File: config.mk
export PLATFORM = sky130hd
export DESIGN_NAME = button_debouncer
export DESIGN_NICKNAME = d
export VERILOG_FILES = /design/src/rtl/debounce_pkg.sv /design/src/rtl/sync_ff.sv /design/src/rtl/button_debouncer.sv
export SDC_FILE = /design/constraint.sdc
export NUM_CORES = 1
export LEC_CHECK = 0
export ABC_AREA = 1
export BUFFER_PORTS_ARGS = -buffer_cell sky130_fd_sc_hd__buf_2
export CAP_MARGIN = 20
export CORE_UTILIZATION = 50
export CTS_BUF_LIST = sky130_fd_sc_hd__clkbuf_8
export DETAILED_ROUTE_END_ITERATION = 8
export PLACE_DENSITY = 0.73
export SYNTH_ARGS = -nofsm -noshare
export SYNTH_HDL_FRONTEND = slang
export SYNTH_SLANG_ARGS = --single-unit
File: constraint.sdc
create_clock -name clk -period 2.9 [get_ports clk]
set_input_delay 0.145 -clock clk [delete_from_list [all_inputs] [get_ports clk]]
set_output_delay 0.145 -clock clk [all_outputs]
set_load 0.05 [all_outputs]
File: src/rtl/debounce_pkg.sv
// -----------------------------------------------------------------------------
// debounce_pkg
//
// Purpose : Shared definitions for the push-button debouncer.
//           - state_t       : 2-bit FSM state encoding
//           - PRESS_COUNT_W : width of the accepted-press counter
//           - level_of()    : debounced level implied by a state
//
// Ports   : none (package)
// -----------------------------------------------------------------------------
package debounce_pkg;

  // IDLE      : debounced level is low and stable
  // WAIT_HIGH : low level, candidate high level being qualified
  // HIGH      : debounced level is high and stable
  // WAIT_LOW  : high level, candidate low level being qualified
  typedef enum logic [1:0] {
    ST_IDLE      = 2'd0,
    ST_WAIT_HIGH = 2'd1,
    ST_HIGH      = 2'd2,
    ST_WAIT_LOW  = 2'd3
  } state_t;

  localparam int PRESS_COUNT_W = 8;

  // The debounced level only changes once a wait state has fully qualified,
  // so both wait states report the level of the stable state they came from.
  function automatic logic level_of(input state_t s);
    return (s == ST_HIGH) || (s == ST_WAIT_LOW);
  endfunction

endpackage

File: src/rtl/sync_ff.sv
// -----------------------------------------------------------------------------
// sync_ff
//
// Purpose : STAGES-deep shift register that samples an asynchronous level into
//           the clk domain. With STAGES >= 2 it acts as a metastability
//           synchronizer; with STAGES = 1 it is a plain sample register.
//
// Parameters:
//   STAGES : number of flops in the chain (>= 1)
//
// Ports:
//   clk : clock, rising edge
//   rst : synchronous active-high reset, clears every stage to 0
//   d   : asynchronous input level
//   q   : sampled output (last stage)
// -----------------------------------------------------------------------------
module sync_ff #(
  parameter int STAGES = 2
) (
  input  logic clk,
  input  logic rst,
  input  logic d,
  output logic q
);

  logic [STAGES-1:0] r_stage;

  // Written as a loop so the same code covers STAGES = 1, where a
  // concatenation-based shift would need an empty slice.
  always_ff @(posedge clk) begin
    if (rst) begin
      r_stage <= '0;
    end else begin
      r_stage[0] <= d;
      for (int i = 1; i < STAGES; i++) begin
        r_stage[i] <= r_stage[i-1];
      end
    end
  end

  assign q = r_stage[STAGES-1];

endmodule

File: src/rtl/button_debouncer.sv
// -----------------------------------------------------------------------------
// button_debouncer
//
// Purpose : Debounces a raw push-button level. A level change is accepted only
//           after the sampled input has sat at the new level for
//           DEBOUNCE_CYCLES consecutive samples past the first differing one.
//           Each accepted press (low->high) emits a one-cycle T pulse for a
//           downstream T flip-flop and bumps a wrapping press counter.
//           Releases change the level but never pulse T.
//
// Build option:
//   BUTTON_DEBOUNCER_SYNC2_EN defined   : two-flop input synchronizer (S = 2)
//   BUTTON_DEBOUNCER_SYNC2_EN undefined : single sample register (S = 1)
//   With btn held high, T rises after the (S + DEBOUNCE_CYCLES + 1)th clock
//   edge following the btn rise.
//
// Parameters:
//   DEBOUNCE_CYCLES : stable-sample count N, legal range 2 .. 2**20
//
// Ports:
//   clk          : clock, rising edge
//   rst          : synchronous active-high reset
//   btn          : raw, asynchronous, bouncy button level
//   T            : registered single-cycle toggle request on each accepted press
//   level        : registered debounced button level
//   press_count  : accepted presses modulo 256
//   o_dbg_state  : current FSM state (debug observation only)
//
// All outputs come straight from flops; there is no combinational path from
// btn to any output.
// -----------------------------------------------------------------------------
module button_debouncer
  import debounce_pkg::*;
#(
  parameter int DEBOUNCE_CYCLES = 8
) (
  input  logic                     clk,
  input  logic                     rst,
  input  logic                     btn,
  output logic                     T,
  output logic                     level,
  output logic [PRESS_COUNT_W-1:0] press_count,
  output logic [1:0]               o_dbg_state
);

`ifdef BUTTON_DEBOUNCER_SYNC2_EN
  localparam int SYNC_STAGES = 2;
`else
  localparam int SYNC_STAGES = 1;
`endif

  localparam int               CNT_W    = $clog2(DEBOUNCE_CYCLES);
  localparam logic [CNT_W-1:0] CNT_LAST = CNT_W'(DEBOUNCE_CYCLES - 1);

  // ---------------------------------------------------------------------------
  // Input sampling
  // ---------------------------------------------------------------------------
  logic w_btn_s;

  sync_ff #(
    .STAGES (SYNC_STAGES)
  ) u_sync (
    .clk (clk),
    .rst (rst),
    .d   (btn),
    .q   (w_btn_s)
  );

  // ---------------------------------------------------------------------------
  // FSM state and registered outputs
  // ---------------------------------------------------------------------------
  state_t                   r_state;
  logic [CNT_W-1:0]         r_cnt;
  logic                     r_t;
  logic                     r_level;
  logic [PRESS_COUNT_W-1:0] r_press_count;

  state_t                   w_state_nxt;
  logic [CNT_W-1:0]         w_cnt_nxt;
  logic                     w_t_nxt;
  logic                     w_level_nxt;
  logic [PRESS_COUNT_W-1:0] w_press_nxt;

  // Next-state logic. Entering a wait state counts as the first qualifying
  // sample (cnt = 0); the change is accepted on the sample where cnt already
  // equals N-1, i.e. N+1 consecutive samples at the candidate level in total.
  always_comb begin
    w_state_nxt = r_state;
    w_cnt_nxt   = r_cnt;
    w_t_nxt     = 1'b0;
    w_press_nxt = r_press_count;

    case (r_state)
      ST_IDLE: begin
        if (w_btn_s) begin
          w_state_nxt = ST_WAIT_HIGH;
          w_cnt_nxt   = '0;
        end
      end

      ST_WAIT_HIGH: begin
        if (!w_btn_s) begin
          // Glitch: fall back without touching any output.
          w_state_nxt = ST_IDLE;
          w_cnt_nxt   = '0;
        end else if (r_cnt == CNT_LAST) begin
          w_state_nxt = ST_HIGH;
          w_cnt_nxt   = '0;
          w_t_nxt     = 1'b1;
          w_press_nxt = r_press_count + PRESS_COUNT_W'(1);
        end else begin
          w_cnt_nxt = r_cnt + CNT_W'(1);
        end
      end

      ST_HIGH: begin
        if (!w_btn_s) begin
          w_state_nxt = ST_WAIT_LOW;
          w_cnt_nxt   = '0;
        end
      end

      ST_WAIT_LOW: begin
        if (w_btn_s) begin
          // Release glitch: stay pressed.
          w_state_nxt = ST_HIGH;
          w_cnt_nxt   = '0;
        end else if (r_cnt == CNT_LAST) begin
          // Accepted release: level drops, no T pulse.
          w_state_nxt = ST_IDLE;
          w_cnt_nxt   = '0;
        end else begin
          w_cnt_nxt = r_cnt + CNT_W'(1);
        end
      end

      default: begin
        w_state_nxt = ST_IDLE;
        w_cnt_nxt   = '0;
      end
    endcase

    // level is registered alongside the state it describes.
    w_level_nxt = level_of(w_state_nxt);
  end

  always_ff @(posedge clk) begin
    if (rst) begin
      r_state       <= ST_IDLE;
      r_cnt         <= '0;
      r_t           <= 1'b0;
      r_level       <= 1'b0;
      r_press_count <= '0;
    end else begin
      r_state       <= w_state_nxt;
      r_cnt         <= w_cnt_nxt;
      r_t           <= w_t_nxt;
      r_level       <= w_level_nxt;
      r_press_count <= w_press_nxt;
    end
  end

  assign T           = r_t;
  assign level       = r_level;
  assign press_count = r_press_count;
  assign o_dbg_state = r_state;

endmodule

==> flow_summary.toml <==
[detailed_routing]
drt_wl_total_mm = 1.39
wire_per_inst_um = 10.3
num_vias = 679
first_pass_iters = 4
drc = 0
drt_iter0_drc = 8
ant_nets = 0
vias_per_cell = 5.03

[placed_design]
place_inst = 131
dp_slack_ns = 1.42
io_buffer_count = 14
gp_congestion = 0.791
dp_hpwl_um = 991

[yosys]
avgSynthCellArea_um2 = 7.22
yosysUniqueCellTypes = 20
synth-seq-area-share_pct = 39.6
ys_warn_count = 0
synth_common_cells = "nand2_1 (24), inv_1 (17), dfxtp_1 (15)"
yosysMostFrequentCell = "nand2_1"
synth_fp_nets = 112
synth_edf_count = 0
synth_area_um2 = 758
ys_seq_elements = 15
netlist_instances = 105
ys_top_cells_by_area = "dfxtp_1 (40%), nand2_1 (12%), inv_1 (8.4%), ha_1 (6.6%), nand3_1 (5.9%)"
synth_top_flop_cell = "dfxtp_1"
ys_async_sr_fraction_pct = 0
synth_top_area_share_pct = 39.6
yosysTopAreaCell = "dfxtp_1"

[clocking]
cts_tree = "built"
cts_resized = 0
cts_buffer_depth = 2
clock-sinks = 15
cts_setup_buffers = 0
clk_pin_slew_worst_paths_ns = 0.06
htreeDepth = 1
clk_latency_ns = 0.24
hold_buffers = 0
cts_root_buffer = "clkbuf_8"
cts_buffers = 3

[worst_setup_path]
critPathArrivalTime_ns = 1.65
crit_fanout = 15
startpoint_type = "flop"
cp-end-kind = "flop"
critPathRequiredTime_ns = 3.04
path_class = "reg2reg"

[global_route]
grt_pass1_wl_mm = 2.19
antenna_found_initial = 0
track_usage_pct = 20.3
grt_pass1_vias = 516
grt_max_degree = 16
grt_overflow_total = 0

[pwr]
vdd_drop_max_mv = 0.285
cellPowerDensity_mw_per_mm2 = 455
power.total_mw = 0.395
leakage_nw = 0.426

[cells_and_area]
n_fill_cell = 126
drive_gt1_share_pct = 23.3
diodes = 0
instances_no_fill = 135
nNetsFinal = 128
syn_to_final_growth_pct = 14.4

[floorplan]
core_area_mm2 = 0.00135
start_util_pct = 56.2
die_area_mm2 = 0.00168
die_h_um = 40.9
io_pins = 15
die_x_um = 40.9
row_count = 13

[sta]
fin_crit_sh_pct = 51.8
slew_headroom_pct = 78.0
maxSlewViolCount = 0
tightest_slew_ns = 0.329
layout_setup_ws_ns = 1.40
fin_setup_tns_ns = 0
fmax_mhz = 666
skew_ns = 0.00361
rsz0062_at_grt = "no"
hold_viol = 0
setup_viol = 0
period_needed_ns = 1.50

[min_path]
hold_path_class = "in2reg"

[outcome]
status = "finished, final reports clean"

[flow_run]
drv_cap = 0
[worst max-delay path, cell delays in order, from the launching register on]
cell and delay (ns):
dfxtp_1 0.34, ha_1 0.19, ha_1 0.19, nand2_2 0.08, nor2_4 0.31, inv_1 0.13
nor2_1 0.10, nor2_1 0.05
[placed cells by master, fill, tap and decap left out, types with 2 or more instances in the layout]
| master | Yosys | final |
|---|---|---|
| nand4_1 | 4 | 4 |
| a21oi_1 | 5 | 5 |
| nand3_1 | 9 | 9 |
| buf_2 | 0 | 14 |
| nor2_2 | 3 | 3 |
| nor2_1 | 10 | 10 |
| nand2_1 | 24 | 24 |
| ha_1 | 4 | 4 |
| clkbuf_8 | 0 | 3 |
| inv_1 | 17 | 17 |
| dfxtp_1 | 15 | 15 |
| nand2_2 | 3 | 3 |
| a21oi_2 | 2 | 2 |
[worst paths after layout]
path	startpoint	cells after the start	endpoint	slack, ns
max	r_cnt[0]$_SDFFE_PP0P_	7	press_count[1]$_SDFFE_PP0P_	1.40
min	btn	3	u_sync.q$_SDFF_PP0_	0.1
max reg2reg	r_cnt[0]$_SDFFE_PP0P_	7	press_count[1]$_SDFFE_PP0P_	1.40
min reg2reg	press_count[0]$_SDFFE_PP0P_	2	press_count[0]$_SDFFE_PP0P_	0.52
[flip-flops by register name (all words and copies together) (netlist names)]
register / flops
T: 1
press_count: 8
r_cnt: 3
u_sync.q: 1
o_dbg_state: 2
[layout make-up]
class / instances / area (um2) / share of cell area [%]
Inverter: 18 / 67.6 / 7.79
Clock inverter: 1 / 5.00 / 0.577
Sequential cell: 15 / 300 / 34.6
Multi-Input combinational cell: 69 / 364 / 42.0
Clock buffer: 3 / 41.3 / 4.76
Tap cell: 15 / 18.8 / 2.16
Timing Repair Buffer: 14 / 70.1 / 8.08
[cells by family after synthesis]
| logic type | share of synthesized area [%] |
|---|---|
| DFF | 39.6 |
| AOI/OAI and AO/OA | 8.91 |
| buffers and inverters | 12.4 |
| adders and majority gates | 6.60 |
| and+or+nand+nor | 32.5 |
[routing by layer]
layer	up-vias	global-route usage, %	routed length, um
met5	-	0	0
met4	0	10.0	20
met3	4	4.89	71
met2	23	32.4	598
met1	294	25.0	701
li1	358	-	-
[report_power, final]
part	switching (mW)	leakage [nW]	internal [mW]
Sequential	0.00198	0.121	0.208
Combinational	0.0108	0.279	0.00454
Clock	0.0745	0.0255	0.0950
[metrics by stage]
step           cell area, um2  utilization (%)  hold slack (ns)
2_1_floorplan             758                -            0.252
3_3_place_gp              821             60.8            0.345
3_5_place_dp              821             60.8            0.355
4_1_cts                   867             64.2           0.0991
5_1_grt                   867             64.2            0.129
6_report                  867             64.2           0.0970
No activity file was read; power rests on OpenSTA's default activity.
